--- config.mk ---
export PLATFORM = sky130hd
export DESIGN_NAME = pipeline_fetch_ctrl
export DESIGN_NICKNAME = d
export VERILOG_FILES = /design/src/rtl/pipeline_pkg.sv /design/src/rtl/hazard_detect.sv /design/src/rtl/pipeline_fetch_ctrl.sv
export SDC_FILE = /design/constraint.sdc
export NUM_CORES = 1
export LEC_CHECK = 0
export BUFFER_PORTS_ARGS = -buffer_cell sky130_fd_sc_hd__clkbuf_2
export CELL_PAD_IN_SITES_DETAIL_PLACEMENT = 1
export CELL_PAD_IN_SITES_GLOBAL_PLACEMENT = 1
export CORE_ASPECT_RATIO = 2
export CORE_MARGIN = 4
export CORE_UTILIZATION = 28
export DETAILED_ROUTE_END_ITERATION = 8
export GPL_ROUTABILITY_DRIVEN = 1
export HOLD_SLACK_MARGIN = 0.02
export PLACE_DENSITY_LB_ADDON = 0.05
export SLEW_MARGIN = 10
export SYNTH_ARGS = -nofsm -noshare
export SYNTH_HDL_FRONTEND = slang
export SYNTH_HIERARCHICAL = 1
export SYNTH_SLANG_ARGS = --single-unit
--- constraint.sdc ---
create_clock -name clk -period 3 [get_ports clk]
set_input_delay 0.6 -clock clk [delete_from_list [all_inputs] [get_ports clk]]
set_output_delay 0.6 -clock clk [all_outputs]
set_load 0.01 [all_outputs]
--- src/rtl/pipeline_pkg.sv ---
// Shared types and flush masks for the fetch front end of the 5-stage core.
package pipeline_pkg;

  typedef enum logic [1:0] {FILL, RUN, HALT} fetch_state_t;

  // Masks over rst_p_out[4:1]: bit k clears the stage-k register.
  localparam logic [3:0] FLUSH_NONE      = 4'b0000;
  localparam logic [3:0] FLUSH_FILL      = 4'b0001;
  localparam logic [3:0] FLUSH_BUBBLE_S2 = 4'b0010;
  localparam logic [3:0] FLUSH_HALT      = 4'b0011;
  localparam logic [3:0] FLUSH_REDIRECT  = 4'b0111;
  localparam logic [3:0] FLUSH_ALL       = 4'b1111;

  function automatic logic [15:0] sat_inc16(input logic [15:0] v);
    return (v == 16'hFFFF) ? v : v + 16'd1;
  endfunction

endpackage

--- src/rtl/hazard_detect.sv ---
// Load-use compare between the stage-2 destination and the stage-1 register fields.
module hazard_detect #(
  parameter int REG_W = 3
) (
  input  logic             loads,
  input  logic             write,
  input  logic [REG_W-1:0] writenum,
  input  logic [REG_W-1:0] num_rm,
  input  logic [REG_W-1:0] num_rn,
  input  logic [REG_W-1:0] num_rd,
  output logic             stall
);

  // Rd is compared too even when it is only a destination; a false stall is harmless.
  assign stall = loads & write &
                 ((writenum == num_rm) | (writenum == num_rn) | (writenum == num_rd));

endmodule

--- src/rtl/pipeline_fetch_ctrl.sv ---
// PC holder and fetch sequencer: drives the synchronous imem, stage-1 enable and stage flushes.
module pipeline_fetch_ctrl
  import pipeline_pkg::*;
#(
  parameter logic [7:0] RESET_PC = 8'h00
) (
  input  logic        clk,
  input  logic        rst,
  output logic [7:0]  imem_addr,
  input  logic [15:0] imem_rdata,
  output logic [15:0] IR_out,
  output logic [7:0]  PC_out,
  output logic        update_1out,
  output logic [4:1]  rst_p_out,
  input  logic        loads_2in,
  input  logic        write_2in,
  input  logic [2:0]  writenum_2in,
  input  logic [2:0]  num_Rm_1in,
  input  logic [2:0]  num_Rn_1in,
  input  logic [2:0]  num_Rd_1in,
  input  logic        redirect_valid,
  input  logic [7:0]  redirect_pc,
  input  logic        halt_req,
  output logic        halted,
  output logic [15:0] stall_count
);

  fetch_state_t state, state_nxt;
  logic [7:0]   pc, pc_next;
  logic [15:0]  stall_cnt;
  logic         stall, stall_take;

  hazard_detect #(.REG_W(3)) u_hazard (
    .loads    (loads_2in),
    .write    (write_2in),
    .writenum (writenum_2in),
    .num_rm   (num_Rm_1in),
    .num_rn   (num_Rn_1in),
    .num_rd   (num_Rd_1in),
    .stall    (stall)
  );

  always_comb begin
    state_nxt   = state;
    pc_next     = pc;
    update_1out = 1'b0;
    rst_p_out   = FLUSH_NONE;
    halted      = 1'b0;
    stall_take  = 1'b0;
    if (rst) begin
      // Hold the fetch address at the reset vector so the bus is quiet while in reset.
      pc_next   = RESET_PC;
      rst_p_out = FLUSH_ALL;
      state_nxt = FILL;
    end else begin
      unique case (state)
        FILL: begin
          update_1out = 1'b1;
          rst_p_out   = FLUSH_FILL;
          state_nxt   = RUN;
        end
        RUN: begin
          if (halt_req) begin
            rst_p_out = FLUSH_REDIRECT;
            state_nxt = HALT;
          end else if (redirect_valid) begin
            pc_next     = redirect_pc;
            update_1out = 1'b1;
            rst_p_out   = FLUSH_REDIRECT;
          end else if (stall) begin
            rst_p_out  = FLUSH_BUBBLE_S2;
            stall_take = 1'b1;
          end else begin
            pc_next     = pc + 8'd1;
            update_1out = 1'b1;
          end
        end
        HALT: begin
          rst_p_out = FLUSH_HALT;
          halted    = 1'b1;
        end
        default: state_nxt = FILL;
      endcase
    end
  end

  always_ff @(posedge clk) begin
    if (rst) begin
      pc        <= RESET_PC;
      state     <= FILL;
      stall_cnt <= 16'd0;
    end else begin
      pc    <= pc_next;
      state <= state_nxt;
      if (stall_take) stall_cnt <= sat_inc16(stall_cnt);
    end
  end

  // pc always names the word now on imem_rdata, since that word was fetched from last cycle's pc_next.
  assign imem_addr   = pc_next;
  assign IR_out      = imem_rdata;
  assign PC_out      = pc;
  assign stall_count = stall_cnt;

endmodule

Word-level counts from Yosys, hierarchy flattened
Cells that the tools add are included.

$add $sub $neg: 2. Eq/ne operators: 7. Multiplexer cells: 24. Bitwise gates (word level): 6. Reductions and logical operators: 3.

Operators with widths (number): $mux 8 (5); $add 16x1->16 const B (1); $eq 16x16->1 const B (1); $mux 1 (11); $eq 3x3->1 (3); $pmux 3 s3 (1); $add 8x1->8 const B (1); $mux 3 (2); $pmux 2 s3 (1); $mux 2 (2); $mux 4 (1); $reduce_and 2->1 (2); $and 1x1->1 (2); $eq 2x1->1 const B (1); $eq 2x2->1 const B (1); $logic_not 2->1 (1); $ne 2x2->1 const B (1); $not 1->1 (2); $or 1x1->1 (2); $pmux 1 s2 (1).

Register bits after elaboration: 26. Bits of input ports: 42. Word-level logic and storage cells: 45.

Depth between registers and ports, before layout
Depth after elaboration: 10. Mapped depth: 9.

Cells and area by module
Netlist, hierarchy kept.

Modules (own cells, without submodules): pipeline_fetch_ctrl (instances 1, cells each 207, area each 1635.3 um^2, seq. area each 520.5 um^2); hazard_detect (instances 1, cells each 14, area each 107.6 um^2, seq. area each 0.0 um^2).

Least setup slack after synthesis
Ideal clock, no wire load.

Kind: input to output. Start: input num_Rd_1in[2]. End: output imem_addr[6]. Arrival: 2.363 ns. Slack: 0.037 ns. Cell stages on the path: 8. Buffers on the path: 1. Cells stage by stage: xor2_1 > nor4_1 > or3_1 > clkbuf_1 > nand2b_1 > or4_2 > o21ai_0 > a211oi_1.

Cells in the longest elaborated chain, start to end: 8.

Ends and longest elaborated chain: start: declaration (RTL line pipeline_fetch_ctrl.sv:20) `input logic [2:0] num_Rd_1in,`; $eq 3x3->1 (RTL line hazard_detect.sv:16) `((writenum == num_rm) | (writenum == num_rn) | (writenum == num_rd));`; $or 1x1->1 (RTL line hazard_detect.sv:16); $and 1x1->1 (RTL line hazard_detect.sv:15) `assign stall = loads & write &`; net stall (RTL line pipeline_fetch_ctrl.sv:31) `logic stall, stall_take;`; $mux 8 (RTL line pipeline_fetch_ctrl.sv:70) `end else if (stall) begin`; $mux 8 (RTL line pipeline_fetch_ctrl.sv:66) `end else if (redirect_valid) begin`; $mux 8 (RTL line pipeline_fetch_ctrl.sv:63) `if (halt_req) begin`; $mux 8 (RTL line pipeline_fetch_ctrl.sv:56) `unique case (state)`; $mux 8 (RTL line pipeline_fetch_ctrl.sv:50) `if (rst) begin`; end: declaration (RTL line pipeline_fetch_ctrl.sv:9) `output logic [7:0] imem_addr,`.

The timed path passes the listed nets, and every way through them passes these cells.

Worst setup path after layout
Start: input writenum_2in[2]. End: output imem_addr[3].

Cells in the longest elaborated chain, start to end: 9. Elaborated cells on any way between the ends: 11. Classes of those cells: eq/ne: 3; mux: 5; bitwise: 3.

Ends and longest elaborated chain: start: declaration (RTL line pipeline_fetch_ctrl.sv:17) `input logic [2:0] writenum_2in,`; $eq 3x3->1 (RTL line hazard_detect.sv:16); $or 1x1->1 (RTL line hazard_detect.sv:16); $or 1x1->1 * (RTL line hazard_detect.sv:16); $and 1x1->1 * (RTL line hazard_detect.sv:15); net stall (RTL line pipeline_fetch_ctrl.sv:31); $mux 8 * (RTL line pipeline_fetch_ctrl.sv:70); $mux 8 * (RTL line pipeline_fetch_ctrl.sv:66); $mux 8 * (RTL line pipeline_fetch_ctrl.sv:63); $mux 8 * (RTL line pipeline_fetch_ctrl.sv:56); $mux 8 * (RTL line pipeline_fetch_ctrl.sv:50).

The timed path passes the listed nets; every way through them passes the cells marked *.

==> qor.txt <==
outcome: complete, but fails checks
failing checks: setup timing
share of layout cells above drive strength 1: 0.406
post-synth cell types: 47
most frequent cells in the layout: 57 x clkbuf_2, 36 x buf_4, 26 x dfxtp_1, 18 x a21oi_1, 11 x nor2_1
fraction of the mapped netlist area in adder cells: 0.0144
Max Cap Violations: 0
first-pass GRT wire length: 10.2 mm
Max Slew Vio Count: 0
post-synthesis simple-gate area fraction: 0.264
die width: 63.8 µm
proportion of synthesized area in mux cells: 0.0179
row count: 40
Slew HR: 0.420
io pins: 96
Slew @ Worst Pin: 0.863 ns
Syn Std Cell Area: 1740 µm²
grt total ovfl: 0
# diodes: 0
Post-Syn Area per Cell: 7.89 µm²
crit share post-route: 1.02
drt wl/cell: 17.2 µm
worst setup margin: -0.0497 ns
Iteration-0 DRC Markers: 67
unrepaired setup endpoints after global routing: yes
Vias: 1960
Routed WL: 6.22 mm
Post-CTS Hold Buffers: 0
Synth Area in Compound Gates: 0.243
antenna violations before repair: 0
Die ar.: 7630 µm²
Setup Viol. Count Final: 2
Post-DRT Antenna Nets: 0
# clock sinks: 26
worst-skew pair later-pin latency: 0.26 ns
H-tree Lvls: 1
CP Data Required Time: 2.40 ns
dpl cells: 341
Layout Cells excl Fill: 361
Power Total: 0.000865 W
CP Launch Type: input port
largest family of logic cells by synthesized area: simple AND/OR/NAND/NOR gates
global-route usage over all layers: 0.167
IO Port Bufs: 63
Die Span Y: 120 µm
syn nets: 265
area growth from synthesis to layout: 38.2%
Pre-Repair DR Iteration Count: 4
Initial Util: 0.290
instance count of the mapped netlist: 221
Crit. End Element: output pin
CTS Buffer Depth: 2
pwr/cell area: 359 nW/µm²
root buf cell: clkbuf_16
largest net degree at the start of global routing: 22
critical path fanouts, max: 3
hpwl dp: 4.94 mm
sequential fraction of the synthesis area: 0.299
Synth Area in XOR/XNOR: 0.0452
Final Net Count: 343
Setup Skew: 0.00309 ns
vias in the first global route: 2078
worst vdd ir: 0.198 mV
EDFF count, synth: 0
clock-pin slew on the worst setup and hold paths: 0.07 ns
post-synthesis async set-or-reset flop share: 0
Residual DRC: 0
Setup CP Type: in -> out
Peak Freq: 0.328 GHz
CTS tree: built
HP Class: reg -> reg
Final Hold Fails: 0
Top FF cell, synth: dfxtp_1
Leakage: 0.999 nW
Tmin final: 3.05 ns
#FFs+latches synth: 26
Yosys Warn Count: 6
Arr. time, crit path: 2.45 ns
CTS Buf Count: 3
vias per cell: 5.43
most common cell after layout, fill and taps aside: clkbuf_2
Core Box Area: 6010 µm²
RePlAce Congestion: 0.743
==> where the power goes <==
group	leakage (nW)	switching, W	total (W)	internal [W]
clock	0.0442	0.000129	0.000333	0.000204
combinational	0.745	0.0000863	0.000168	0.0000816
sequential	0.211	0.0000106	0.000364	0.000354
==> cells in the mapped netlist, types with 4 or more instances <==
cell type | number | area [µm²]
a211oi_1 | 6 | 45.0
clkbuf_1 | 6 | 22.5
buf_4 | 17 | 128
or3_1 | 4 | 25.0
a22oi_1 | 5 | 37.5
nand3_1 | 8 | 40.0
nor2_1 | 11 | 41.3
nor3_1 | 9 | 45.0
or4_1 | 8 | 60.1
o31ai_1 | 4 | 30.0
nand2b_1 | 5 | 31.3
nand4_1 | 4 | 25.0
a21oi_1 | 19 | 95.1
xor2_1 | 9 | 78.8
nand2_1 | 10 | 37.5
o21ai_0 | 13 | 65.1
dfxtp_1 | 26 | 521
nor4_1 | 7 | 43.8
inv_1 | 9 | 33.8
==> cell families (layout without fill, tap and decap cells) <==
family / count (synthesis) / in the layout
fa+ha+maj: 2 / 2
compound gates: 66 / 66
simple gates: 80 / 80
flops: 26 / 26
buf+inv: 35 / 112
mux: 3 / 3
xor+xnor: 9 / 9
==> flip-flops by register name, summed over array words and instances, names as in the netlist <==
| name | flops |
|---|---|
| PC_out | 8 |
| state | 2 |
| stall_count | 16 |
==> per-stage QoR <==
step / worst slack, ns / cell area [µm²] / hold slack [ns] / util / setup TNS [ns]
final: -0.0497 / 2410 / 0.493 / 0.401 / -0.0809
after detailed placement: -0.173 / 2120 / 0.491 / 0.353 / -0.435
after global placement: -0.176 / 2120 / 0.477 / 0.353 / -0.468
after floorplan: 0.0370 / 1740 / 0.494 / - / 0
after global routing: -0.161 / 2410 / 0.569 / 0.401 / -0.512
after CTS: -0.0662 / 2360 / 0.501 / 0.394 / -0.0662
==> cell type report <==
type / instances / area [µm²]
multi-input combinational: 160 / 1070
tap: 63 / 78.8
clock buffer: 4 / 88.8
fill: 793 / 3600
timing repair buffer: 99 / 613
sequential: 26 / 520
inverter: 9 / 33.8
==> final timing paths <==
| check | start | to | slack (ns) | cells past startpoint |
|---|---|---|---|---|
| hold / removal | stall_count[15]$_SDFFE_PP0P_ | stall_count[15]$_SDFFE_PP0P_ | 0.49 | 2 |
| hold reg to reg | stall_count[15]$_SDFFE_PP0P_ | stall_count[15]$_SDFFE_PP0P_ | 0.49 | 2 |
| setup reg to reg | PC_out[3]$_SDFF_PP0_ | PC_out[6]$_SDFF_PP0_ | 0.57 | 13 |
| setup / recovery | writenum_2in[2] | imem_addr[3] | -0.05 | 9 |
==> routing by layer <==
metal,up-vias,track usage,part of all wire
met3,2,0.0243,0.032
met1,942,0.150,0.33
met5,-,0,0
met4,0,0.0365,0.0056
li1,967,-,-
met2,49,0.363,0.63
==> critical path, stage by stage <==
cell	delay (ns)
clkbuf_8	0.11
xor2_1	0.15
nor4_1	0.06
or3_1	0.43
nand3b_1	0.21
or4_1	0.41
a21o_2	0.23
a21oi_2	0.12
buf_2	0.14
==> what timing repair did <==
action	in CTS	in global routing
pin swaps	4	6
resized for setup	11	10
setup endpoints to repair	5	6
endpoints found under the hold margin	0	0
buffers inserted	14	2
No activity file was read; power rests on OpenSTA's default activity.
